<file path="config.mk">
export PLATFORM = sky130hd
export DESIGN_NAME = pipe_rr_arb
export DESIGN_NICKNAME = d
export VERILOG_FILES = /design/src/rtl/pipe_rr_arb_pkg.sv /design/src/rtl/pipe_rr_arb_rr_pick.sv /design/src/rtl/pipe_rr_arb.sv
export SDC_FILE = /design/constraint.sdc
export NUM_CORES = 1
export LEC_CHECK = 0
export CELL_PAD_IN_SITES_DETAIL_PLACEMENT = 1
export CELL_PAD_IN_SITES_GLOBAL_PLACEMENT = 1
export CORE_AREA = 2 2 39 41
export DETAILED_ROUTE_END_ITERATION = 10
export DIE_AREA = 0 0 41 43
export DONT_BUFFER_PORTS = 1
export PLACE_DENSITY = 0.56
export SYNTH_ARGS = -nofsm -noshare
export SYNTH_HDL_FRONTEND = slang
export SYNTH_HIERARCHICAL = 1
export SYNTH_SLANG_ARGS = --single-unit
</file>
<file path="constraint.sdc">
create_clock -name clk -period 1.1 [get_ports clk]
set_input_delay 0.22 -clock clk [delete_from_list [all_inputs] [get_ports clk]]
set_output_delay 0.22 -clock clk [all_outputs]
set_load 0.02 [all_outputs]
</file>
<file path="src/rtl/pipe_rr_arb_pkg.sv">
// Shared helpers for the round-robin pipelined arbiter: width derivations
// and the modular index arithmetic used by the round-robin search.
package pipe_arb_pkg;

  localparam int DEFAULT_DEPTH = 2;

  // ceil(log2(n)), never less than 1, so a 1-entry range still gets a bit.
  function automatic int clog2_min1(input int n);
    int r;
    r = 0;
    while ((1 << r) < n) r++;
    if (r < 1) r = 1;
    return r;
  endfunction

  // Width of a requester index.
  function automatic int id_width(input int nreq);
    return clog2_min1(nreq);
  endfunction

  // Width of an occupancy counter that must hold 0..depth inclusive.
  function automatic int cnt_width(input int depth);
    return clog2_min1(depth + 1);
  endfunction

  // (a + b) mod n for 0 <= a < n and 0 <= b < n.
  function automatic int wrap_add(input int a, input int b, input int n);
    int s;
    s = a + b;
    if (s >= n) s = s - n;
    return s;
  endfunction

endpackage

</file>
<file path="src/rtl/pipe_rr_arb_rr_pick.sv">
// Combinational round-robin picker: first set bit of valid_i at or above
// ptr_i, wrapping modulo NREQ.
module rr_pick
  import pipe_arb_pkg::*;
#(
  parameter  int NREQ = 2,
  localparam int IDW  = id_width(NREQ)
) (
  input  logic [NREQ-1:0] valid_i,
  input  logic [IDW-1:0]  ptr_i,
  output logic [IDW-1:0]  grant_o,
  output logic            any_o
);

  // Doubled vector shifted by ptr: bit k is requester (ptr + k) mod NREQ.
  logic [2*NREQ-1:0] rot;

  // Rotate so the search always starts at bit 0, then take the first hit.
  always_comb begin
    rot     = {valid_i, valid_i} >> ptr_i;
    grant_o = '0;
    any_o   = 1'b0;
    for (int k = 0; k < NREQ; k++) begin
      if (!any_o && rot[k]) begin
        any_o   = 1'b1;
        grant_o = IDW'(wrap_add(int'(ptr_i), k, NREQ));
      end
    end
  end

endmodule

</file>
<file path="src/rtl/pipe_rr_arb.sv">
// Round-robin arbiter feeding a rigid DEPTH-stage shift pipeline. Each word
// carries its requester id to the last stage, which is the output register.
//
// Handshakes: a transfer happens on a rising edge where valid and ready are
// both high. req_ready is one-hot-or-zero and depends combinationally on
// req_valid and out_ready; out_valid/out_data/out_id come straight from the
// last pipeline stage and never from req_*.
module pipe_rr_arb
  import pipe_arb_pkg::*;
#(
  parameter  int NREQ  = 2,
  parameter  int DW    = 1,
  parameter  int DEPTH = DEFAULT_DEPTH,
  localparam int IDW   = id_width(NREQ),
  localparam int CW    = cnt_width(DEPTH)
) (
  input  logic                 clk,
  input  logic                 rst_n,
  input  logic [NREQ-1:0]      req_valid,
  input  logic [NREQ*DW-1:0]   req_data,
  output logic [NREQ-1:0]      req_ready,
  output logic                 out_valid,
  output logic [DW-1:0]        out_data,
  output logic [IDW-1:0]       out_id,
  input  logic                 out_ready,
  output logic [CW-1:0]        inflight
);

  logic           valid_q [DEPTH];
  logic [DW-1:0]  data_q  [DEPTH];
  logic [IDW-1:0] id_q    [DEPTH];
  logic [IDW-1:0] ptr_q, ptr_d;
  logic [CW-1:0]  cnt_q, cnt_d;

  logic [IDW-1:0] grant;
  logic           any_req;
  logic           advance;
  logic           accept;
  logic           pop;
  logic [DW-1:0]  in_word;

  rr_pick #(.NREQ(NREQ)) u_pick (
    .valid_i (req_valid),
    .ptr_i   (ptr_q),
    .grant_o (grant),
    .any_o   (any_req)
  );

  assign out_valid = valid_q[DEPTH-1];
  assign out_data  = data_q[DEPTH-1];
  assign out_id    = id_q[DEPTH-1];
  assign inflight  = cnt_q;

  // The whole chain moves only when the output slot is empty or draining.
  always_comb begin
    advance = !valid_q[DEPTH-1] || out_ready;
    accept  = advance && any_req;
    pop     = valid_q[DEPTH-1] && out_ready;
  end

  // Select the granted requester's word.
  always_comb begin
    in_word = '0;
    for (int i = 0; i < NREQ; i++) begin
      if (grant == IDW'(i)) in_word = req_data[i*DW +: DW];
    end
  end

  // One-hot ready for the winner; held low while reset is asserted because
  // the empty pipeline would otherwise advertise acceptance.
  always_comb begin
    req_ready = '0;
    if (accept && rst_n) begin
      for (int i = 0; i < NREQ; i++) begin
        if (grant == IDW'(i)) req_ready[i] = 1'b1;
      end
    end
  end

  // Next pointer and occupancy: pointer moves past the winner, count tracks
  // one word in and one word out per edge.
  always_comb begin
    ptr_d = ptr_q;
    if (accept) ptr_d = (grant == IDW'(NREQ - 1)) ? '0 : grant + 1'b1;
    cnt_d = cnt_q + CW'(accept) - CW'(pop);
  end

  // Pipeline stages, round-robin pointer and occupancy counter.
  always_ff @(posedge clk or negedge rst_n) begin
    if (!rst_n) begin
      for (int i = 0; i < DEPTH; i++) begin
        valid_q[i] <= 1'b0;
        data_q[i]  <= '0;
        id_q[i]    <= '0;
      end
      ptr_q <= '0;
      cnt_q <= '0;
    end else begin
      if (advance) begin
        valid_q[0] <= accept;
        data_q[0]  <= accept ? in_word : '0;
        id_q[0]    <= accept ? grant : '0;
        for (int i = 1; i < DEPTH; i++) begin
          valid_q[i] <= valid_q[i-1];
          data_q[i]  <= data_q[i-1];
          id_q[i]    <= id_q[i-1];
        end
      end
      ptr_q <= ptr_d;
      cnt_q <= cnt_d;
    end
  end

endmodule

</file>
==> run_results.csv <==
group,metric,value,unit
clock_network,numCtsBuffers,3,
setup_path,path_class,"register to output pin",
setup_path,r2r-end,"inflight[1]$_DFF_PN0_",
worst_hold_path,hold_path_class,"input pin to register",
sta,maxSlewHeadroom,0.713,
pwr,combPwrFrac,0.386,
setup_path,worstPathMaxFanout,4,
final_layout,num_antenna_cells,0,
synthesis,syn_area,424,sq um
sta,min_period,1360,ps
outcome,status,"finished with violations",
global_route,antenna_found_initial,0,
pwr,p_int,788,uW
floorplan,start_util,0.307,
clock_network,htreeDepth,1,
final_layout,finalNetCount,71,
clock_network,insertion_delay,250,ps
setup_path,cp-endpoint,"req_ready[1]",
floorplan,die_area,1760,sq um
clock_network,cts_tree,"done",
final_layout,fillers,160,
pwr,p_per_area,1810,nW/um^2
routing,wl_per_cell,14.2,um
global_route,grt_pass1_wl,1650,um
sta,period_share,1.24,
pwr,p_switching,391,uW
sta,worst_pin_slew,430,ps
routing,routed_via_density,4.73,
floorplan,die_x,41,um
sta,finalWorstSetupSlack,-262,ps
synthesis,ys.flop_type,"dfrtp_1",
routing,wl,1110,um
setup_path,reg2reg_slack,-190,ps
final_layout,drive_gt1_frac,0.581,
setup_path,crit_start,"ptr_q$_DFFE_PN0P_",
routing,route.detailed.drc,0,
synthesis,syn_area_per_cell,10.6,sq um
setup_path,cp.arrival,1140,ps
routing,first_pass_iters,4,
setup_path,end_kind,"output pin",
setup_path,critPathMaxStageDelay,360,ps
floorplan,rows,14,
synthesis,syn_nets,48,
outcome,failed_checks,"setup timing",
setup_path,rr_startpoint,"out_valid$_DFFE_PN0P_",
routing,ant_nets,0,
global_route,grt_usage,0.146,
pwr,ir_drop,612,uV
synthesis,synth_async_sr_flop_share,1.00,
place,hpwl,769,um
setup_path,start_kind,"register",
setup_path,crit_family,"flip-flops",
pwr,pwr-share-seq,0.406,
sta,slew_violations,0,
pwr,sw_frac_of_total,0.332,
synthesis,synth-seq-area-share,0.531,
synthesis,yosys_warnings,6,
setup_path,required,880,ps
floorplan,die_h,43,um
synthesis,syn_inst,40,
clock_network,clock-root-buffer,"clkbuf_4",
routing,num_vias,369,
sta,setup_tns,-1130,ps
sta,finalClockSkew,0.685,ps
place,io_buffer_count,0,
setup_path,r2r_cells,6,
clock_network,clock_path_buffers,2,
place,routabilityCongestion,0.736,
routing,drt_iter0_drc,5,
place,place_inst,68,
final_layout,stdcell_count,78,
setup_path,crit_chain,"inv_2 -> a21boi_4 -> and4_4",
setup_path,cp_slowest_cell,"dfrtp_1",
pwr,fin_total_pwr,1180,uW
floorplan,io_pins,14,
sta,hold_viol_final,0,
global_route,grt_max_degree,10,
sta,final-setup-viol-count,7,
sta,fmax,0.734,GHz
synthesis,synth_cell_types,19,
global_route,grt_pass1_vias,397,
sta,rsz0062_at_grt,"yes",
final_layout,syn2layout_area_growth,53.7,%
global_route,grt.overflow.total,0,
synthesis,synth_seq_cells,9,
floorplan,core,1380,sq um
clock_network,cts.sinks,9,
pwr,total_leakage_power,0.000321,uW
run,maxCapViolations,0,
clock_network,path_clk_slew,60,ps
setup_path,cp_num_cells,3,
pwr,clock_power_share,0.208,
synthesis,synth_edf_count,0,
setup_path,path_buf_inv,1,
## synthesized netlist by cell type (all sizes together), types with 2 or more instances
master | n | area [sq um]
nand2 | 12 | 52.6
nand3 | 2 | 10.0
o21ai | 4 | 23.8
dfrtp | 9 | 225
inv | 2 | 7.51
nand2b | 2 | 20.0
## registers in the layout, summed over array words and instances (netlist names)
| name | flops |
|---|---|
| valid_q | 1 |
| inflight | 2 |
| out_id | 1 |
| ptr_q | 1 |
| data_q | 1 |
| out_valid | 1 |
| out_data | 1 |
| id_q | 1 |
## cell usage in the layout, fill, tap and decap left out, drive strengths merged
cell type,instances
o21ai,4
nand2b,2
mux2i,1
xor2,1
nand2,12
and2b,1
inv,2
nand3,2
and4,1
a21boi,1
xnor2,1
dfrtp,9
ha,1
dlygate4sd3,1
buf,17
clkbuf,4
or2,1
nor3b,1
## how the worst min path moves through the flow
stage,cells after the start,startpoint,end
after floorplan,0,rst_n,data_q[1]$_DFFE_PN0P_
after global routing,2,req_data[1],data_q[1]$_DFFE_PN0P_
after detailed placement,0,rst_n,inflight[1]$_DFF_PN0_
final,2,req_data[1],data_q[1]$_DFFE_PN0P_
after global placement,0,rst_n,inflight[1]$_DFF_PN0_
after CTS,2,req_data[0],data_q[1]$_DFFE_PN0P_
## logic make-up (layout without fill, tap and decap cells)
| group | after synthesis | in the layout | share of synthesized area |
|---|---|---|---|
| flops | 9 | 9 | 0.531 |
| fa+ha+maj | 1 | 1 | 0.0295 |
| mux | 1 | 1 | 0.0236 |
| compound gates | 5 | 5 | 0.0737 |
| xor+xnor | 2 | 2 | 0.0413 |
| simple gates | 20 | 20 | 0.283 |
| buf+inv | 2 | 24 | 0.0177 |
## power groups by stage
stage	clock network [uW]	logic [uW]	registers, uW
2_1_floorplan	0	156	539
3_3_place_gp	0	337	487
3_5_place_dp	0	353	496
4_1_cts	259	393	493
5_1_grt	287	501	490
6_report	245	455	479
## routing by layer
layer  wire (um)  global-route usage  share of wire  vias up
li1            -                   -              -      175
met1         451               0.188           0.41      180
met2         580               0.216           0.52       14
met3          77              0.0314          0.069        0
met4           0              0.0800              0        0
met5           0                   0              0        -
## worst reg2reg max path: stages (launching register included)
cell and delay (ps):
dfrtp_2 420, buf_4 150, nand3_2 90, o21ai_2 60, ha_2 190, xor2_2 150, xnor2_1 120
## per-stage QoR
step	instance area (sq um)	setup slack, ps	hold WS [ps]	utilization
floorplan	440	-146	-75.6	-
finish	652	-262	147	0.471
global route	652	-331	148	0.471
detailed placement	551	-234	-75.3	0.398
global placement	551	-120	-75.3	0.398
CTS	611	-286	158	0.441
## timing repair
action	in CTS	in global routing
setup buffers	2	3
endpoints found under the hold margin	9	0
resized for setup	2	5
setup endpoints to repair	5	12
pin swaps	3	4
hold buffers	1	0
## cell type report
type | count | area [sq um] | share of cell area
Clock buffer | 4 | 26.3 | 0.0403
Inverter | 2 | 7.51 | 0.0115
Multi-Input combinational cell | 29 | 230 | 0.353
Sequential cell | 9 | 226 | 0.347
Tap cell | 16 | 20.0 | 0.0307
Timing Repair Buffer | 18 | 141 | 0.217
Note: power is estimated with default switching activity, not from simulation.
